File: config.mk
export PLATFORM = sky130hd
export DESIGN_NAME = seq_addsub
export DESIGN_NICKNAME = d
export VERILOG_FILES = /design/src/rtl/seq_addsub.sv
export SDC_FILE = /design/constraint.sdc
export NUM_CORES = 1
export LEC_CHECK = 0
export BUFFER_PORTS_ARGS = -buffer_cell sky130_fd_sc_hd__buf_2
export CELL_PAD_IN_SITES_DETAIL_PLACEMENT = 2
export CELL_PAD_IN_SITES_GLOBAL_PLACEMENT = 2
export CORE_UTILIZATION = 36
export CTS_BUF_LIST = sky130_fd_sc_hd__clkbuf_4 sky130_fd_sc_hd__clkbuf_8 sky130_fd_sc_hd__clkbuf_16
export DETAILED_ROUTE_END_ITERATION = 8
export MAX_ROUTING_LAYER = met4
export PLACE_DENSITY = 0.78
export SLEW_MARGIN = 0
export SYNTH_ARGS = -nofsm -noshare
export SYNTH_HDL_FRONTEND = slang
export SYNTH_SLANG_ARGS = --single-unit
File: constraint.sdc
create_clock -name clk -period 3.5 [get_ports clk]
set_input_delay 0.35 -clock clk [delete_from_list [all_inputs] [get_ports clk]]
set_output_delay 0.35 -clock clk [all_outputs]
set_load 0.005 [all_outputs]
File: src/rtl/seq_addsub.sv
// Multi-cycle adder/subtractor: adds CHUNK bits per cycle, carry held in a register.
// Returns sum with carry, signed overflow and zero flags via a start/done handshake.
module seq_addsub #(
  parameter int WIDTH = 32,
  parameter int CHUNK = 8
) (
  input  logic             clk,
  input  logic             rst_n,
  input  logic             start,
  input  logic             op_sub,
  input  logic [WIDTH-1:0] a,
  input  logic [WIDTH-1:0] b,
  input  logic             cin,
  output logic             busy,
  output logic             done,
  output logic [WIDTH-1:0] sum,
  output logic             cout,
  output logic             ovf,
  output logic             zero
);

  localparam int N  = WIDTH / CHUNK;
  localparam int CW = (N > 1) ? $clog2(N) : 1;
  localparam logic [CW-1:0] LAST = CW'(N - 1);

  typedef enum logic [1:0] {IDLE, CALC, DONE} state_t;

  state_t           state, state_nx;
  logic [WIDTH-1:0] a_sh, b_sh, acc, acc_nx;
  logic             carry, a_msb, b_msb;
  logic [CW-1:0]    cnt;
  logic             accept;
  logic [CHUNK:0]   csum;
  logic [CHUNK+WIDTH-1:0] cat;

  assign accept = start && ((state == IDLE) || (state == DONE));
  assign busy   = (state == CALC);
  assign done   = (state == DONE);

  // Operands shift right each cycle; result chunks enter the accumulator from the top.
  always_comb begin
    csum   = {1'b0, a_sh[CHUNK-1:0]} + {1'b0, b_sh[CHUNK-1:0]} + {{CHUNK{1'b0}}, carry};
    cat    = {csum[CHUNK-1:0], acc};
    acc_nx = cat[CHUNK+WIDTH-1:CHUNK];
  end

  always_ff @(posedge clk or negedge rst_n) begin
    if (!rst_n) state <= IDLE;
    else        state <= state_nx;
  end

  always_comb begin
    state_nx = state;
    case (state)
      IDLE:    if (start) state_nx = CALC;
      CALC:    if (cnt == LAST) state_nx = DONE;
      DONE:    state_nx = start ? CALC : IDLE;
      default: state_nx = IDLE;
    endcase
  end

  always_ff @(posedge clk or negedge rst_n) begin
    if (!rst_n) begin
      a_sh  <= '0;
      b_sh  <= '0;
      acc   <= '0;
      carry <= 1'b0;
      a_msb <= 1'b0;
      b_msb <= 1'b0;
      cnt   <= '0;
      sum   <= '0;
      cout  <= 1'b0;
      ovf   <= 1'b0;
      zero  <= 1'b0;
    end else if (accept) begin
      // Subtraction is a + ~b + ~cin, so borrow-in inverts like the operand.
      a_sh  <= a;
      b_sh  <= op_sub ? ~b : b;
      carry <= op_sub ? ~cin : cin;
      a_msb <= a[WIDTH-1];
      b_msb <= op_sub ? ~b[WIDTH-1] : b[WIDTH-1];
      acc   <= '0;
      cnt   <= '0;
    end else if (state == CALC) begin
      a_sh  <= a_sh >> CHUNK;
      b_sh  <= b_sh >> CHUNK;
      acc   <= acc_nx;
      carry <= csum[CHUNK];
      cnt   <= cnt + 1'b1;
      if (cnt == LAST) begin
        sum  <= acc_nx;
        cout <= csum[CHUNK];
        ovf  <= (a_msb == b_msb) && (acc_nx[WIDTH-1] != a_msb);
        zero <= ~|acc_nx;
      end
    end
  end

endmodule
==> results.toml, run 1 <==
[run_status]
status = "finished, final reports clean"

[logic_synthesis]
synthFlopType = "dfrtp_1"
synth-edff-count = 0
syn_inst = 483
ys_types = 42
ys_seq_elements = 130
syn_nets = 562
syn_avg_cell_area_um2 = 11.7
yosys.area.top_type = "dfrtp_1"
synth_top_family_by_area = "compound AO/OA/AOI/OAI gates"
yosys.area.top_type_share_pct = 57.8
synthesis.area_um2 = 5630
yosys.area_share.simple_pct = 10.3
synth_warnings = 0
synth_compound_area_share_pct = 15.7
synth_xor_area_share_pct = 5.75
seq_area_frac_synth_pct = 57.8
ys_async_sr_fraction_pct = 100
synth_area_leaders = "dfrtp_1 (58%), mux2_2 (5.6%), nand2_1 (5.2%)"
synth-adder-area-share_pct = 2.49
synth_mux_area_share_pct = 5.60

[power_and_ir_drop]
p_seq_share_pct = 38.1
p_sw_mw = 2.64
power_density_nw_per_um2 = 1010
combPwrFrac_pct = 37.6
p_sw_share_pct = 37.4
p_leak_nw = 3.34
internal_power_mw = 4.42
power.share.clock_pct = 24.3
vdd_drop_max_uv = 439

[worst_setup_path]
startpoint_type = "flip-flop"
r2r_cells = 8
critical_path.max_fanout = 3
critPathKind = "flip-flop to flip-flop"
end_kind = "flip-flop"
crit_required_ns = 3.84
crit_arrival_ns = 3.55

[sta]
worst_pin_slew_ns = 1.05
fin_setup_tns_ns = 0
slew_headroom_pct = 30.3
setup_viol = 0
fin_skew_ns = 0.00635
slew_violations = 0
period_needed_ns = 3.21
period_share_pct = 91.7
rsz0062_at_grt = "no"
hold_violations = 0
max_freq_mhz = 311

[finish]
final_cells = 805
drive_gt1_share_pct = 30.3
final_nets = 664
antenna_cells = 0
areaGrowthSynthToFinish_pct = 23.4

[min_path]
hold_path.class = "primary input to async pin"

[clock_network]
clk_latency_ns = 0.41
ctsHtreeMaxLevel = 4
cts_hold_buf = 0
post-cts-setup-buffers = 0
clockBufferDepth = 2
clock-root-buffer = "clkbuf_16"
tritoncts = "done"
cts_resized = 0
numCtsBuffers = 17
cts_sinks = 130
path_clk_slew_ns = 0.06

[detailed_routing]
routed.top_layer = "met4"
detail_route.first_pass.iterations = 5
wirelength_met1_mm = 6.95
viasPerCell = 5.20
wl_met3_um = 571
dr_wl_met2_mm = 8.38
wl_per_cell_um = 20.0
drtIter0Drc = 211
vias = 4185
totalWireLength_mm = 16.1
ant_nets = 0
drc = 0

[global_route]
antenna_found_initial = 0
grt_pass1_vias = 4719
grt.total_usage_pct = 22.2
grt_pass1_wl_mm = 26.3
grt_start_max_net_pins = 115
grt_overflow_total = 0

[floorplan]
core-area_um2 = 15300
rows = 45
die-area_um2 = 16100
die_h_um = 127
die_width_um = 127
start_util_pct = 36.9
pin_count = 106

[placed_design]
place_inst = 777
port_buffers = 105
gp_congestion = 0.828
hpwlAfterDp_mm = 11.1

[run]
max-cap-violations = 0
[power groups by stage]
stage | clock network [mW] | logic [mW] | registers (mW)
finish | 1.71 | 2.65 | 2.69
global placement | 0 | 2.49 | 2.64
CTS | 1.75 | 2.70 | 2.70
detailed placement | 0 | 2.65 | 2.71
global route | 1.81 | 2.95 | 2.76
floorplan | 0 | 1.82 | 2.51
[per-stage QoR]
stage / cell area (µm²) / worst slack (ns) / total power [mW] / hold slack, ns / util [%]
final: 6950 / 0.290 / 7.05 / 0.0728 / 45.5
after global placement: 6380 / 0.371 / 5.13 / 0.459 / 41.8
after CTS: 6950 / 0.295 / 7.14 / 0.141 / 45.5
after detailed placement: 6380 / 0.327 / 5.36 / 0.471 / 41.8
after global routing: 6950 / 0.101 / 7.52 / 0.158 / 45.5
after floorplan: 5630 / 0.535 / 4.33 / 0.0544 / -
[synth_stat cells (all sizes together), types with 2 or more instances]
| library cell | number |
|---|---|
| nor2 | 32 |
| a22oi | 25 |
| clkbuf | 27 |
| xnor2 | 33 |
| a22o | 28 |
| a21oi | 4 |
| dfrtp | 130 |
| xor2 | 4 |
| ha | 8 |
| fa | 2 |
| inv | 2 |
| a221o | 24 |
| nor4 | 5 |
| or4 | 4 |
| a211oi | 2 |
| nand2b | 3 |
| nor2b | 2 |
| mux2 | 28 |
| o21ai | 20 |
| buf | 5 |
| nand2 | 79 |
[logic make-up (layout without fill, tap and decap cells)]
kind of cell | count (synthesis) | count (layout)
adder cells (fa/ha/maj) | 10 | 10
buffers and inverters | 34 | 145
AND/OR/NAND/NOR | 133 | 133
AO/OA/AOI/OAI | 111 | 111
XOR/XNOR | 37 | 37
multiplexers | 28 | 28
flip-flops | 130 | 130
[path summary, 6_finish.rpt]
kind	start	end	slack [ns]
setup / recovery	a_sh[0]	zero	0.29
hold / removal	rst_n	sum[9]	0.07
setup reg to reg	a_sh[0]	zero	0.29
hold reg to reg	a_sh[16]	a_sh[16]	0.48
max in group asynchronous	rst_n	b_sh[18]	2.60
min in group clk	a[11]	a_sh[11]	0.16
[state kept, by name, indices dropped and copies added, names as in the netlist]
| register | count |
|---|---|
| a_sh | 32 |
| b_sh | 32 |
| sum | 32 |
| acc | 24 |
| cnt | 2 |
| state | 2 |
| a_msb | 1 |
| b_msb | 1 |
| carry | 1 |
| cout | 1 |
| ovf | 1 |
| zero | 1 |
[layout make-up]
type / count / area, µm²
inverter: 2 / 7.51
fill: 1562 / 8310
timing repair buffer: 115 / 607
multi-input combinational: 319 / 2250
tap: 211 / 264
sequential: 130 / 3250
clock inverter: 6 / 82.6
clock buffer: 22 / 482
[worst max-delay path: stages, from the launching register on]
cell and delay [ns]:
dfrtp_1 0.40, fa_1 0.47, fa_1 0.50, nor4_1 0.31, nand4_1 0.13, or4_1 0.49
or4_1 0.42, a2111oi_2 0.22, a32o_1 0.21
[cells in the final DEF, fill, tap and decap left out, types with 2 or more instances in the layout]
cell type,count
a21oi_1,4
mux2_2,28
clkinv_2,3
clkbuf_8,3
o21ai_0,11
bufinv_16,2
a22o_2,2
clkbuf_16,17
buf_4,10
nor2_1,31
nand2_1,78
a211oi_1,2
or4_1,4
nand2b_1,3
a22oi_1,25
ha_1,8
buf_2,104
a221o_1,24
a22o_1,26
xnor2_1,33
clkbuf_4,2
nor4_1,5
fa_1,2
dfrtp_1,130
o21ai_1,9
xor2_1,4
[metal layers]
layer  up-vias  global-route usage, %
li1       1932                      -
met1      2156                   26.8
met2        88                   37.8
met3         9                   4.77
met4         0                   5.60
met5         -                      -
(Power assumes the default switching activity.)
==> inputs of run 2 (changes only) <==
--- a/config.mk
+++ b/config.mk
@@ -10,9 +10,11 @@
 export CELL_PAD_IN_SITES_GLOBAL_PLACEMENT = 2
 export CORE_UTILIZATION = 36
 export CTS_BUF_LIST = sky130_fd_sc_hd__clkbuf_4 sky130_fd_sc_hd__clkbuf_8 sky130_fd_sc_hd__clkbuf_16
+export CTS_CLUSTER_DIAMETER = 50
 export DETAILED_ROUTE_END_ITERATION = 8
 export MAX_ROUTING_LAYER = met4
 export PLACE_DENSITY = 0.78
+export REMOVE_ABC_BUFFERS = 1
 export SLEW_MARGIN = 0
 export SYNTH_ARGS = -nofsm -noshare
 export SYNTH_HDL_FRONTEND = slang
==> run 2 against run 1 <==
  * Routed wire length about the same
  * Hold slack worse by 0.040 ns
  * Worst setup slack worse by 0.084 ns
  * Register-to-register slack worse by 0.08 ns
  * Sequential power about the same
==> results.toml, run 2 (synthesis gave the netlist of run 1 again) <==
[finish]
nFillCells = 1566
final_util_pct = 46.0
multi_input_area_um2 = 2260
drive_gt1_share_pct = 30.4
final_cells = 807
final_common_cell = "dfrtp_1"
largest_registers = "a_sh: 32 flops, b_sh: 32 flops, sum: 32 flops"
seq_area_um2 = 3250
final_nets = 662
layout_common_cells = "dfrtp_1 (130), buf_2 (104), nand2_1 (78)"
final_cell_area_um2 = 7020
areaGrowthSynthToFinish_pct = 24.6

[clock_network]
cts_hold_buf = 0
cts_sinks = 130
cts_resized = 0
path_clk_slew_ns = 0.06
ctsHtreeMaxLevel = 4
clockBufferDepth = 2
post-cts-setup-buffers = 0
clock-root-buffer = "clkbuf_16"
clk_latency_ns = 0.43
tritoncts = "done"
numCtsBuffers = 17

[sta]
slew_headroom_pct = 30.6
fin_setup_tns_ns = 0
setup_viol = 0
rsz0062_at_grt = "no"
slew_violations = 0
worst_pin_slew_ns = 1.04
fin_worst_hold_slack_ns = 0.0330
worst_slack_ns = 0.206
max_freq_mhz = 304
fin_skew_ns = 0.0108
hold_violations = 0
period_share_pct = 94.1
period_needed_ns = 3.29

[placed_design]
hpwlAfterDp_mm = 10.2
port_buffers = 105
placed_cell_area_um2 = 6390
gp_congestion = 0.758
dp_worst_setup_slack_ns = 0.343
place_inst = 775

[power_and_ir_drop]
p_sw_mw = 2.69
vdd_drop_max_uv = 443
power.share.clock_pct = 25.8
p_seq_share_pct = 36.7
p_sw_share_pct = 37.0
p_leak_nw = 3.38
internal_power_mw = 4.58
combPwrFrac_pct = 37.5
power_density_nw_per_um2 = 1040
total_power_mw = 7.27

[worst_setup_path]
critical_path.max_fanout = 3
crit_arrival_ns = 3.65
critPathKind = "flip-flop to flip-flop"
crit_required_ns = 3.85
startpoint_type = "flip-flop"
end_kind = "flip-flop"

[run]
max-cap-violations = 0

[run_status]
status = "finished, final reports clean"

[detailed_routing]
totalWireLength_mm = 16.1
viasPerCell = 5.21
wl_per_cell_um = 19.9
detail_route.first_pass.iterations = 5
vias = 4207
ant_nets = 0
drc = 0
drtIter0Drc = 174

[floorplan]
pin_count = 106
start_util_pct = 36.9
die-area_um2 = 16100
die_h_um = 127
rows = 45
core-area_um2 = 15300
die_width_um = 127

[global_route]
grt_overflow_total = 0
grt_pass1_vias = 4802
grt.total_usage_pct = 22.7
grt_pass1_wl_mm = 26.5
grt_start_max_net_pins = 110
antenna_found_initial = 1

[min_path]
hold_path.class = "primary input to async pin"
## run 2: cell types whose count changed in the layout (fill, tap and decap cells not counted)
| cell | before | now |
|---|---|---|
| buf_4 | 10 | 7 |
| clkbuf_4 | 2 | 5 |
| clkbuf_8 | 3 | 5 |
| clkinv_2 | 3 | 1 |
| buf_12 | 0 | 1 |
| bufinv_16 | 2 | 3 |
| clkinvlp_4 | 1 | 0 |
| diode_2 | 0 | 1 |
| nor2b_2 | 1 | 0 |
| nor2b_4 | 0 | 1 |
## run 2: per-layer routing
| layer | track usage, % | share of wire [%] | vias up |
|---|---|---|---|
| met3 | 5.65 | 3.4 | 27 |
| met5 | - | 0 | - |
| met1 | 26.1 | 43 | 2143 |
| met4 | 8.68 | 1.8 | 0 |
| li1 | - | - | 1937 |
| met2 | 38.2 | 52 | 100 |
## run 2: final cells by class
cell class              instances  share of cell area, %
clock inverters                 4                   1.36
flip-flops and latches        130                   46.4
diodes                          1                 0.0357
multi-input cells             319                   32.2
clock buffers                  27                   7.58
well taps                     211                   3.76
inverters                       2                  0.107
repair buffers                113                   8.61
## run 2: final timing paths
kind	endpoint	startpoint	slack [ns]	cells past startpoint
min in group clk	a_sh[31]	a[31]	0.14	3
max in group asynchronous	b_sh[6]	rst_n	2.62	2
min	sum[3]	rst_n	0.03	1
min reg2reg	a_sh[17]	a_sh[17]	0.48	2
max	zero	a_sh[0]	0.21	8
max reg2reg	zero	a_sh[0]	0.21	8
## run 2: worst max-delay path, stage by stage (launching register included)
cell	delay, ns
dfrtp_1	0.40
fa_1	0.47
fa_1	0.50
nor4_1	0.30
nand4_1	0.12
or4_1	0.49
or4_1	0.43
a2111oi_2	0.27
a32o_1	0.23
## run 2: power groups by stage
stage | Sequential, mW | Combinational, mW | Clock (mW)
finish | 2.67 | 2.73 | 1.88
global route | 2.76 | 3.03 | 1.98
CTS | 2.68 | 2.78 | 1.92
detailed placement | 2.68 | 2.68 | 0
global placement | 2.62 | 2.52 | 0
floorplan | 2.51 | 1.76 | 0
